**src/rtl/pipe_pkg.sv**
```systemverilog
// rtl/pipe_pkg.sv - shared control-bundle layout and stage occupancy states
package pipe_pkg;

  localparam int DRAM_WE_LSB      = 0;
  localparam int DRAM_WE_W        = 1;
  localparam int REG_WE_LSB       = 1;
  localparam int REG_WE_W         = 1;
  localparam int RWSEL_LSB        = 2;
  localparam int RWSEL_W          = 2;
  localparam int DRAM_EX_TYPE_LSB = 4;
  localparam int DRAM_EX_TYPE_W   = 3;

  // Control value of a bubble: every write enable deasserted
  localparam int CTRL_NOP = 0;

  typedef enum logic [1:0] {
    ST_EMPTY = 2'd0,
    ST_ONE   = 2'd1,
    ST_TWO   = 2'd2
  } state_t;

endpackage

```
**src/rtl/sat_counter.sv**
```systemverilog
// rtl/sat_counter.sv - saturating up-counter with asynchronous active-low reset
module sat_counter #(
  parameter int CNT_W = 16
) (
  input  logic             clk,
  input  logic             rst_n,
  input  logic             inc,
  output logic [CNT_W-1:0] count
);

  always_ff @(posedge clk or negedge rst_n) begin
    if (!rst_n) begin
      count <= '0;
    end else if (inc && (count != {CNT_W{1'b1}})) begin
      count <= count + CNT_W'(1);
    end
  end

endmodule

```
**src/rtl/pipe_stage_hs.sv**
```systemverilog
// rtl/pipe_stage_hs.sv - handshaked pipeline stage register with flush, optional skid entry and stall counter
module pipe_stage_hs
  import pipe_pkg::*;
#(
  parameter int CTRL_W = 8,
  parameter int DATA_W = 64,
  parameter int SKID   = 1,
  parameter int CNT_W  = 16
) (
  input  logic              clk,
  input  logic              rst_n,
  input  logic              flush_i,
  input  logic              in_valid,
  output logic              in_ready,
  input  logic [CTRL_W-1:0] in_ctrl,
  input  logic [DATA_W-1:0] in_data,
  output logic              out_valid,
  input  logic              out_ready,
  output logic [CTRL_W-1:0] out_ctrl,
  output logic [DATA_W-1:0] out_data,
  output logic [DATA_W-1:0] out_data_dup,
  output logic [CNT_W-1:0]  stall_cnt
);

  localparam logic [CTRL_W-1:0] NOP = CTRL_W'(CTRL_NOP);

  logic              head_valid_n;
  logic [CTRL_W-1:0] head_ctrl_n;
  logic [DATA_W-1:0] head_data_n;
  logic              stall_inc;

  // Separate register for the duplicate so each copy drives its own fan-out
  (* keep = "true" *) logic [DATA_W-1:0] data_dup_q;

  always_ff @(posedge clk or negedge rst_n) begin
    if (!rst_n) begin
      out_valid  <= 1'b0;
      out_ctrl   <= NOP;
      out_data   <= '0;
      data_dup_q <= '0;
    end else begin
      out_valid  <= head_valid_n;
      out_ctrl   <= head_ctrl_n;
      out_data   <= head_data_n;
      data_dup_q <= head_data_n;
    end
  end

  assign out_data_dup = data_dup_q;

  generate
    if (SKID != 0) begin : g_skid
      state_t            state, state_n;
      logic              ready_q;
      logic [CTRL_W-1:0] skid_ctrl, skid_ctrl_n;
      logic [DATA_W-1:0] skid_data, skid_data_n;
      logic              accept, pop;

      assign in_ready = ready_q;
      assign accept   = in_valid & ready_q;
      assign pop      = out_valid & out_ready;

      always_ff @(posedge clk or negedge rst_n) begin
        if (!rst_n) begin
          state     <= ST_EMPTY;
          ready_q   <= 1'b1;
          skid_ctrl <= NOP;
          skid_data <= '0;
        end else begin
          state     <= state_n;
          ready_q   <= (state_n != ST_TWO);
          skid_ctrl <= skid_ctrl_n;
          skid_data <= skid_data_n;
        end
      end

      always_comb begin
        state_n      = state;
        head_valid_n = out_valid;
        head_ctrl_n  = out_ctrl;
        head_data_n  = out_data;
        skid_ctrl_n  = skid_ctrl;
        skid_data_n  = skid_data;
        if (flush_i) begin
          state_n      = ST_EMPTY;
          head_valid_n = 1'b0;
          head_ctrl_n  = NOP;
          skid_ctrl_n  = NOP;
        end else begin
          case (state)
            ST_EMPTY: begin
              if (accept) begin
                state_n      = ST_ONE;
                head_valid_n = 1'b1;
                head_ctrl_n  = in_ctrl;
                head_data_n  = in_data;
              end
            end
            ST_ONE: begin
              if (accept && !pop) begin
                state_n     = ST_TWO;
                skid_ctrl_n = in_ctrl;
                skid_data_n = in_data;
              end else if (accept && pop) begin
                head_ctrl_n = in_ctrl;
                head_data_n = in_data;
              end else if (pop) begin
                state_n      = ST_EMPTY;
                head_valid_n = 1'b0;
                head_ctrl_n  = NOP;
              end
            end
            ST_TWO: begin
              // in_ready is low here, so only a pop can move the FIFO
              if (pop) begin
                state_n     = ST_ONE;
                head_ctrl_n = skid_ctrl;
                head_data_n = skid_data;
                skid_ctrl_n = NOP;
              end
            end
            default: begin
              state_n      = ST_EMPTY;
              head_valid_n = 1'b0;
              head_ctrl_n  = NOP;
            end
          endcase
        end
      end
    end else begin : g_single
      logic accept, pop;

      assign in_ready = ~out_valid | out_ready;
      assign accept   = in_valid & in_ready;
      assign pop      = out_valid & out_ready;

      always_comb begin
        head_valid_n = out_valid;
        head_ctrl_n  = out_ctrl;
        head_data_n  = out_data;
        if (flush_i) begin
          head_valid_n = 1'b0;
          head_ctrl_n  = NOP;
        end else if (accept) begin
          head_valid_n = 1'b1;
          head_ctrl_n  = in_ctrl;
          head_data_n  = in_data;
        end else if (pop) begin
          head_valid_n = 1'b0;
          head_ctrl_n  = NOP;
        end
      end
    end
  endgenerate

  assign stall_inc = out_valid & ~out_ready;

  sat_counter #(.CNT_W(CNT_W)) u_stall_cnt (
    .clk   (clk),
    .rst_n (rst_n),
    .inc   (stall_inc),
    .count (stall_cnt)
  );

endmodule

```
**config.mk**
```make
export PLATFORM = sky130hd
export DESIGN_NAME = pipe_stage_hs
export DESIGN_NICKNAME = d
export VERILOG_FILES = /design/src/rtl/pipe_pkg.sv /design/src/rtl/sat_counter.sv /design/src/rtl/pipe_stage_hs.sv
export SDC_FILE = /design/constraint.sdc
export NUM_CORES = 1
export LEC_CHECK = 0
export CAP_MARGIN = 40
export CORE_ASPECT_RATIO = 1.75
export CORE_MARGIN = 2
export CORE_UTILIZATION = 50
export CTS_BUF_LIST = sky130_fd_sc_hd__clkbuf_4 sky130_fd_sc_hd__clkbuf_8
export DETAILED_ROUTE_END_ITERATION = 6
export HOLD_SLACK_MARGIN = 0.1
export PLACE_DENSITY = 0.87
export SLEW_MARGIN = 0
export SYNTH_ARGS = -nofsm -noshare
export SYNTH_HDL_FRONTEND = slang
export SYNTH_SLANG_ARGS = --single-unit
```
**constraint.sdc**
```tcl
create_clock -name clk -period 2.3 [get_ports clk]
set_input_delay 0.345 -clock clk [delete_from_list [all_inputs] [get_ports clk]]
set_output_delay 0.345 -clock clk [all_outputs]
set_load 0.05 [all_outputs]
```
==> flow_metrics.env, run 1 <==
export IMPL_grt_first_pass_wirelength_um=29100
export IMPL_crit_required_ps=1960
export IMPL_grt_pass1_vias=5714
export IMPL_final_common_cell="clkdlybuf4s50_1"
export IMPL_powerDensity_nw_per_um2=1190
export IMPL_max_slew_worst_pin_slew_ps=584
export IMPL_die_w_um=103
export IMPL_clock_skew_ps=14.8
export IMPL_power_mw=12.6
export IMPL_yosys_most_used_dff="dfrtp_1"
export IMPL_cts_tree="yes"
export IMPL_cpMaxStageDelayCell="clkdlybuf4s50_1"
export IMPL_vias=5262
export IMPL_clk_pin_slew_ps=90
export IMPL_cp_end_kind="output port"
export IMPL_rows=63
export IMPL_grt_max_degree=53
export IMPL_nNetsFinal=827
export IMPL_syn_nets=716
export IMPL_p_switching_mw=5.19
export IMPL_cts_root_buf="clkbuf_8"
export IMPL_status="finished, final reports clean"
export IMPL_numCtsBuffers=17
export IMPL_holdBufCountCts=1
export IMPL_numPortBuffers=230
export IMPL_fmax_mhz=455
export IMPL_ys_top_cells_by_area="dfrtp_1 48%, mux2_2 17%, buf_4 11%"
export IMPL_layout_setup_ws_ps=100
export IMPL_clock_path_buffers=2
export IMPL_final_cell_mix="229 x clkdlybuf4s50_1, 163 x dfrtp_1, 125 x mux2_2"
export IMPL_core_um2=16800
export IMPL_track_usage=0.209
export IMPL_clock_latency_ps=440
export IMPL_p_clk_frac=0.186
export IMPL_first_pass_iters=5
export IMPL_syn_mean_instance_area_um2=13.3
export IMPL_crit_end="in_ready"
export IMPL_wl_um=18300
export IMPL_pre_cts_ws_ps=-39.5
export IMPL_drive_gt1_frac=0.315
export IMPL_antenna_found_initial=0
export IMPL_r2r_end="out_data_dup[62]$_DFFE_PN0P_"
export IMPL_synth_area_um2=8510
export IMPL_rsz0062_at_grt="no"
export IMPL_yosysTopAreaCell="dfrtp_1"
export IMPL_crit_family="buffers and inverters"
export IMPL_syn_to_final_growth_pct=24.3
export IMPL_share_seq_of_total_power=0.349
export IMPL_path_cells="clkdlybuf4s50_1"
export IMPL_drc=0
export IMPL_r2r_cells=4
export IMPL_start_util=0.507
export IMPL_synth_edf_count=0
export IMPL_ys_seq_area_frac=0.482
export IMPL_yosysTopAreaCellShare=0.479
export IMPL_swShare=0.413
export IMPL_finalHoldViolCount=0
export IMPL_async_reset_ff_frac=1.00
export IMPL_max_stage_delay_ps=830
export IMPL_cts_sinks=164
export IMPL_cp_depth=1
export IMPL_io_pins=231
export IMPL_place_detailed_hpwl_um=13000
export IMPL_gp_congestion=0.827
export IMPL_setup_viol=0
export IMPL_finalCritPeriodShare=0.957
export IMPL_p_leak_nw=4.58
export IMPL_fin_util=0.630
export IMPL_hp_class="input port to asynchronous set/reset pin"
export IMPL_r2r_start="g_skid.state[1]$_DFF_PN0_"
export IMPL_netlist_instances=638
export IMPL_post_drt_wl_per_cell_um=18.6
export IMPL_slew_limit_headroom=0.609
export IMPL_r2r_setup_slack_ps=310
export IMPL_cts_repair_resized=0
export IMPL_period_needed_ps=2200
export IMPL_drt_first_iter_violations=194
export IMPL_ir_drop_v=0.000660
export IMPL_die_y_um=177
export IMPL_vias_per_cell=5.33
export IMPL_n_fill_cell=1281
export IMPL_dpl_instance_area_um2=10100
export IMPL_cp_data_arrival_time_ps=1850
export IMPL_antenna_cells=0
export IMPL_crit_path_max_fanout=6
export IMPL_fin_area_um2=10600
export IMPL_crit_type="flip-flop to output port"
export IMPL_overflow=0
export IMPL_htree_levels=4
export IMPL_cp_startpoint="in_ready$_DFF_PN1_"
export IMPL_synth_yosys_warnings=0
export IMPL_synth_cell_type_count=44
export IMPL_post_cts_buffers=0
export IMPL_p_int_mw=7.37
export IMPL_max_cap_violations=0
export IMPL_ys_ff_latch=164
export IMPL_p_comb_frac=0.465
export IMPL_detail_route_antenna_nets=0
export IMPL_die_area_um2=18100
export IMPL_critical_path_startpoint_type="flip-flop"
export IMPL_drv_slew=0
export IMPL_path_buf_inv=1
-- kinds of logic (layout without fill, tap and decap cells) --
family | Yosys count | count (layout) | share of synthesized area
flip-flops | 164 | 164 | 0.482
AO/OA/AOI/OAI | 41 | 41 | 0.0370
adder cells (fa/ha/maj) | 1 | 1 | 0.00147
XOR/XNOR | 11 | 11 | 0.0113
multiplexers | 195 | 195 | 0.284
buffers and inverters | 157 | 280 | 0.139
AND/OR/NAND/NOR | 69 | 69 | 0.0440
-- registers in the layout (all words and copies together), names as in the netlist --
signal             cells
u_stall_cnt.count     16
g_skid.skid_data      64
out_data_dup          64
g_skid.skid_ctrl       8
out_valid              1
out_ctrl               8
g_skid.state           2
in_ready               1
-- metal layers --
layer | track usage | wire, um | part of all wire | vias to the layer above
li1 | - | - | - | 2326
met1 | 0.227 | 6630 | 0.36 | 2701
met2 | 0.380 | 10300 | 0.56 | 195
met3 | 0.0388 | 783 | 0.043 | 40
met4 | 0.0967 | 590 | 0.032 | 0
met5 | 0 | 0 | 0 | -
-- through the flow --
stage	setup TNS, ps	std cells	hold WS (ps)
after CTS	0	988	406
after detailed placement	-1110	956	331
final	0	988	405
after global placement	0	956	327
after global routing	0	988	429
after floorplan	0	638	49.4
-- Yosys cell counts, types with 2 or more instances --
| master | count |
|---|---|
| nand4b_1 | 2 |
| mux2_1 | 10 |
| nor2_1 | 8 |
| nor3_1 | 2 |
| a211o_1 | 2 |
| nand2b_1 | 3 |
| buf_6 | 14 |
| clkbuf_1 | 4 |
| nand2_1 | 10 |
| buf_2 | 7 |
| inv_1 | 3 |
| nor4_1 | 3 |
| o21ai_0 | 3 |
| mux2_4 | 60 |
| a22oi_1 | 8 |
| or3_1 | 2 |
| a21oi_1 | 11 |
| mux2_2 | 125 |
| and3_1 | 4 |
| nand4_1 | 6 |
| dfrtp_1 | 163 |
| nor2b_1 | 2 |
| nand3_1 | 21 |
| o2bb2ai_1 | 8 |
| xnor2_1 | 6 |
| xor2_1 | 5 |
| buf_4 | 129 |
-- cell type report --
type	count	area [um2]	area share
flip-flops and latches	164	4110	0.388
repair buffers	246	2500	0.236
multi-input cells	317	3230	0.305
clock inverters	10	171	0.0162
inverters	3	11.3	0.00106
well taps	227	284	0.0268
clock buffers	21	277	0.0261
-- how the worst min path moves through the flow --
stage	endpoint	cells past startpoint	slack [ps]
global placement	u_stall_cnt.count[0]$_DFFE_PN0P_	1	330
detailed placement	u_stall_cnt.count[14]$_DFFE_PN0P_	1	330
global route	u_stall_cnt.count[7]$_DFFE_PN0P_	2	430
CTS	u_stall_cnt.count[14]$_DFFE_PN0P_	2	410
finish	u_stall_cnt.count[7]$_DFFE_PN0P_	2	410
floorplan	g_skid.skid_ctrl[0]$_DFFE_PN0P_	0	50
-- power by group through the flow --
stage / sequential (mW) / clock, mW / combinational (mW)
after global routing: 4.50 / 2.52 / 6.08
final: 4.38 / 2.33 / 5.84
after CTS: 4.39 / 2.38 / 5.88
after detailed placement: 4.43 / 0 / 5.86
after floorplan: 4.40 / 0 / 4.81
after global placement: 4.35 / 0 / 5.77
Note: power is estimated with default switching activity, not from simulation.
==> inputs of run 2 (changes only) <==
--- a/config.mk
+++ b/config.mk
@@ -6,7 +6,7 @@
 export NUM_CORES = 1
 export LEC_CHECK = 0
 export CAP_MARGIN = 40
-export CORE_ASPECT_RATIO = 1.75
+export CORE_ASPECT_RATIO = 1.25
 export CORE_MARGIN = 2
 export CORE_UTILIZATION = 50
 export CTS_BUF_LIST = sky130_fd_sc_hd__clkbuf_4 sky130_fd_sc_hd__clkbuf_8
==> run 2 against run 1 <==
  * Critical path depth did not move
  * Die area fell by 0.19%
  * Register-to-register slack improved by 30 ps
  * Setup slack got worse by 2.7 ps
  * Routed wire length fell by 2.7%
  * Combinational power barely moved
  * Via count fell by 1.7%
  * Clock power fell by 12%
  * Critical endpoint unchanged
  * Power fell by 2.2%
  * Cell count fell by 0.81%
  * Core utilization fell by 0.31 points
  * Flip-flop and latch count did not move
==> flow_metrics.env, run 2 (synthesis results as in run 1) <==
export IMPL_clock_path_buffers=2
export IMPL_core_um2=16800
export IMPL_detail_route_antenna_nets=0
export IMPL_die_y_um=150
export IMPL_numCtsBuffers=17
export IMPL_max_cap_violations=0
export IMPL_antenna_found_initial=0
export IMPL_htree_levels=4
export IMPL_crit_type="flip-flop to output port"
export IMPL_vias=5173
export IMPL_numPortBuffers=230
export IMPL_grt_pass1_vias=5614
export IMPL_setup_tns_ps=0
export IMPL_cp_data_arrival_time_ps=1860
export IMPL_clock_latency_ps=450
export IMPL_fmax_mhz=454
export IMPL_track_usage=0.200
export IMPL_start_util=0.507
export IMPL_path_buf_inv=1
export IMPL_path_cells="clkdlybuf4s50_1"
export IMPL_die_area_um2=18100
export IMPL_cp_end_kind="output port"
export IMPL_place_detailed_hpwl_um=12600
export IMPL_slew_limit_headroom=0.628
export IMPL_finalHoldViolCount=0
export IMPL_cp_startpoint="in_ready$_DFF_PN1_"
export IMPL_setup_viol=0
export IMPL_syn_to_final_growth_pct=23.6
export IMPL_cpMaxStageDelayCell="clkdlybuf4s50_1"
export IMPL_r2r_end="out_data_dup[48]$_DFFE_PN0P_"
export IMPL_first_pass_iters=4
export IMPL_io_pins=231
export IMPL_hp_class="input port to asynchronous set/reset pin"
export IMPL_grt_max_degree=62
export IMPL_post_drt_wl_per_cell_um=18.2
export IMPL_nNetsFinal=825
export IMPL_status="finished, final reports clean"
export IMPL_crit_required_ps=1960
export IMPL_wl_um=17800
export IMPL_n_fill_cell=1239
export IMPL_crit_family="buffers and inverters"
export IMPL_cp_depth=1
export IMPL_r2r_start="in_ready$_DFF_PN1_"
export IMPL_final_cell_mix="229 x clkdlybuf4s50_1, 163 x dfrtp_1, 125 x mux2_2"
export IMPL_final_common_cell="clkdlybuf4s50_1"
export IMPL_cts_root_buf="clkbuf_8"
export IMPL_grt_first_pass_wirelength_um=28700
export IMPL_period_needed_ps=2200
export IMPL_critical_path_startpoint_type="flip-flop"
export IMPL_whs_ps=408
export IMPL_crit_end="in_ready"
export IMPL_power_mw=12.3
export IMPL_drt_first_iter_violations=282
export IMPL_clk_pin_slew_ps=90
export IMPL_overflow=0
export IMPL_drv_slew=0
export IMPL_antenna_cells=0
export IMPL_die_w_um=121
export IMPL_ir_drop_v=0.000641
export IMPL_p_leak_nw=4.54
export IMPL_vias_per_cell=5.28
export IMPL_cts_tree="yes"
export IMPL_rows=53
export IMPL_max_stage_delay_ps=830
export IMPL_max_slew_worst_pin_slew_ps=556
export IMPL_cts_sinks=164
export IMPL_rsz0062_at_grt="no"
export IMPL_drc=0
export IMPL_finalCritPeriodShare=0.958
export IMPL_r2r_setup_slack_ps=340
export IMPL_crit_path_max_fanout=6
export IMPL_drive_gt1_frac=0.314
export IMPL_clock_skew_ps=18.0
export IMPL_powerDensity_nw_per_um2=1170
export IMPL_gp_congestion=0.896
export IMPL_r2r_cells=5
[run 2: changes by cell type in the layout (fill, tap and decap cells not counted), sizes merged]
| cell | previous run | this run |
|---|---|---|
| inv | 5 | 7 |
| bufinv | 4 | 1 |
| buf | 16 | 14 |
| clkbuf | 21 | 20 |
| clkinvlp | 1 | 3 |
| clkinv | 3 | 4 |
[run 2: cell type report]
class | count | area (um2) | area share
multi-input combinational | 317 | 3230 | 0.307
clock inverter | 12 | 124 | 0.0118
timing repair buffer | 244 | 2510 | 0.239
inverter | 3 | 11.3 | 0.00107
sequential | 164 | 4110 | 0.390
clock buffer | 20 | 263 | 0.0250
tap | 220 | 275 | 0.0262
[run 2: stage by stage]
| stage | utilization | area (um2) | instances | worst slack, ps |
|---|---|---|---|---|
| after floorplan | - | 8510 | 638 | 237 |
| after global placement | 0.603 | 10100 | 947 | 102 |
| after detailed placement | 0.603 | 10100 | 947 | -7.29 |
| after CTS | 0.627 | 10500 | 980 | 68.1 |
| after global routing | 0.627 | 10500 | 980 | 33.1 |
| final | 0.627 | 10500 | 980 | 97.3 |
[run 2: worst min-delay path by stage]
stage	slack, ps	to	depth (start not counted)	from
floorplan	50	g_skid.skid_ctrl[0]$_DFFE_PN0P_	0	rst_n
global placement	320	out_data_dup[30]$_DFFE_PN0P_	1	rst_n
detailed placement	330	g_skid.skid_data[28]$_DFFE_PN0P_	1	rst_n
CTS	400	out_data_dup[18]$_DFFE_PN0P_	2	rst_n
global route	410	g_skid.skid_data[29]$_DFFE_PN0P_	2	rst_n
finish	410	out_data_dup[30]$_DFFE_PN0P_	2	rst_n
[run 2: routing by layer]
| layer | GRT usage | share of wire | up-vias |
|---|---|---|---|
| met1 | 0.226 | 0.39 | 2609 |
| met5 | 0 | 0 | - |
| met4 | 0.0779 | 0.021 | 0 |
| met2 | 0.365 | 0.54 | 197 |
| met3 | 0.0454 | 0.041 | 31 |
| li1 | - | - | 2336 |
[run 2: worst register-to-register path: stages (launching register included)]
cell and delay [ps]:
dfstp_2 580, and3b_1 230, o21ai_1 130, a21oi_4 250
buf_12 250, mux2_1 390
[run 2: what timing repair did]
| item | CTS | global route |
|---|---|---|
| hold endpoints to repair | 50 | 0 |
| gates resized for setup | 0 | 0 |
| hold buffers | 1 | 0 |
| setup buffers | 0 | 0 |
| endpoints found under the setup margin | 0 | 0 |
[run 2: power breakdown]
| group | switching (mW) | internal (mW) |
|---|---|---|
| Sequential | 0.643 | 3.74 |
| Combinational | 3.50 | 2.35 |
| Clock | 1.10 | 0.933 |
==> inputs of run 3 (changes only) <==
==> constraint.sdc (replaced) <==
create_clock -name clk -period 2.4 [get_ports clk]
set_input_delay 0.36 -clock clk [delete_from_list [all_inputs] [get_ports clk]]
set_output_delay 0.36 -clock clk [all_outputs]
set_load 0.05 [all_outputs]
==> run 3 against run 2 <==
  * Power shrank 1.3%
  * Die area is the same
  * Critical endpoint unchanged
  * Critical path depth is the same
  * Sequential share of layout area shrank 0.19 points
  * Largest cell class unchanged
  * Final area grew 0.50%
  * Clock-buffer cell count shrank 3
  * Cell count shrank 0.10%
  * Clock skew shrank 6.5 ps
  * Setup slack gained 100 ps
  * Core utilization grew 0.31 points
  * Combinational power shrank 4.8%
==> flow_metrics.env, run 3 (synthesis results as in run 1) <==
export IMPL_p_comb_frac=0.460
export IMPL_htree_levels=4
export IMPL_wl_met3_um=641
export IMPL_max_slew_worst_pin_slew_ps=596
export IMPL_p_int_mw=7.10
export IMPL_drt_first_iter_violations=218
export IMPL_cts_sinks=164
export IMPL_vias_per_cell=5.23
export IMPL_die_y_um=150
export IMPL_vias=5119
export IMPL_die_w_um=121
export IMPL_powerDensity_nw_per_um2=1150
export IMPL_p_leak_nw=4.58
export IMPL_post_drt_wl_per_cell_um=17.4
export IMPL_grt_first_pass_wirelength_um=27900
export IMPL_drc=0
export IMPL_r2r_setup_slack_ps=310
export IMPL_final_common_cell="clkdlybuf4s50_1"
export IMPL_wl_met2_um=9050
export IMPL_syn_to_final_growth_pct=24.2
export IMPL_cts_tree="yes"
export IMPL_ir_drop_v=0.000637
export IMPL_antenna_found_initial=0
export IMPL_track_usage=0.195
export IMPL_io_pins=231
export IMPL_cp_data_arrival_time_ps=1840
export IMPL_setup_tns_ps=0
export IMPL_max_stage_delay_ps=820
export IMPL_start_util=0.507
export IMPL_swShare=0.414
export IMPL_r2r_cells=4
export IMPL_r2r_end="out_data_dup[48]$_DFFE_PN0P_"
export IMPL_crit_family="buffers and inverters"
export IMPL_finalCritPeriodShare=0.917
export IMPL_setup_viol=0
export IMPL_path_buf_inv=1
export IMPL_critical_path_startpoint_type="flip-flop"
export IMPL_clock_path_buffers=2
export IMPL_antenna_cells=0
export IMPL_drv_slew=0
export IMPL_cp_end_kind="output port"
export IMPL_p_switching_mw=5.01
export IMPL_path_cells="clkdlybuf4s50_1"
export IMPL_numPortBuffers=230
export IMPL_fmax_mhz=455
export IMPL_crit_required_ps=2040
export IMPL_rsz0062_at_grt="no"
export IMPL_finalHoldViolCount=0
export IMPL_place_detailed_hpwl_um=12200
export IMPL_crit_path_max_fanout=6
export IMPL_maxUsedRoutingLayer="met4"
export IMPL_grt_pass1_vias=5438
export IMPL_whs_ps=413
export IMPL_crit_type="flip-flop to output port"
export IMPL_nNetsFinal=824
export IMPL_p_clk_frac=0.194
export IMPL_overflow=0
export IMPL_post_cts_buffers=0
export IMPL_gp_congestion=0.857
export IMPL_slew_limit_headroom=0.603
export IMPL_detail_route_antenna_nets=0
export IMPL_die_area_um2=18100
export IMPL_clock_latency_ps=440
export IMPL_drive_gt1_frac=0.314
export IMPL_final_cell_mix="229 x clkdlybuf4s50_1, 163 x dfrtp_1, 125 x mux2_2"
export IMPL_cts_root_buf="clkbuf_8"
export IMPL_met1_length_um=6970
export IMPL_clk_pin_slew_ps=90
export IMPL_cpMaxStageDelayCell="clkdlybuf4s50_1"
export IMPL_numCtsBuffers=17
export IMPL_r2r_start="g_skid.state[1]$_DFF_PN0_"
export IMPL_rows=53
export IMPL_status="finished, final reports clean"
export IMPL_period_needed_ps=2200
export IMPL_core_um2=16800
export IMPL_share_seq_of_total_power=0.346
export IMPL_hp_class="input port to asynchronous set/reset pin"
export IMPL_grt_max_degree=48
export IMPL_wl_um=17000
export IMPL_first_pass_iters=5
export IMPL_max_cap_violations=0
export IMPL_clock_skew_ps=11.5
-- run 3: cell types whose count changed in the layout (fill, tap and decap cells not counted), moves of 2 or more --
| cell | delta |
|---|---|
| bufinv_16 | +4 |
| inv_6 | +3 |
| buf_12 | -2 |
| clkbuf_4 | -2 |
| clkinv_4 | -2 |
| clkinvlp_4 | -2 |
-- run 3: cell type report --
class                           instances  area (um2)
Fill cell                            1220        6200
Tap cell                              220         275
Clock inverter                         15         238
Clock buffer                           17         234
Timing Repair Buffer                  243        2480
Multi-Input combinational cell        317        3230
Sequential cell                       164        4110
Inverter                                3        11.3
-- run 3: worst max path at each step --
stage	slack, ps	startpoint	cells after the start	to
after global placement	160	out_ready	6	out_data_dup[29]$_DFFE_PN0P_
after detailed placement	100	out_ready	6	out_data_dup[48]$_DFFE_PN0P_
after global routing	130	in_ready$_DFF_PN1_	1	in_ready
after floorplan	340	out_valid$_DFFE_PN0P_	6	out_data_dup[16]$_DFFE_PN0P_
final	200	in_ready$_DFF_PN1_	1	in_ready
after CTS	170	in_ready$_DFF_PN1_	1	in_ready
-- run 3: repair_timing --
action | 4_1_cts | 5_1_grt
endpoints found under the setup margin | 0 | 0
resized for setup | 0 | 0
hold endpoints to repair | 42 | 0
hold buffers | 1 | 0
-- run 3: per-layer routing --
metal	track usage	vias up
li1	-	2322
met1	0.241	2605
met2	0.340	170
met3	0.0354	22
met4	0.0703	0
met5	0	-
-- run 3: through the flow --
stage          power, mW  area [um2]  instances   util  setup WS (ps)
2_1_floorplan       8.83        8510        638      -            337
3_3_place_gp        9.69       10100        946  0.602            157
3_5_place_dp        9.83       10100        946  0.602           99.6
4_1_cts             12.2       10600        979  0.630            171
5_1_grt             12.7       10600        979  0.630            132
6_report            12.1       10600        979  0.630            200
-- run 3: power by group through the flow --
stage	Clock [mW]	Combinational, mW	Sequential [mW]
6_report	2.35	5.57	4.19
5_1_grt	2.55	5.80	4.31
4_1_cts	2.40	5.61	4.19
3_5_place_dp	0	5.59	4.23
3_3_place_gp	0	5.52	4.17
2_1_floorplan	0	4.61	4.22
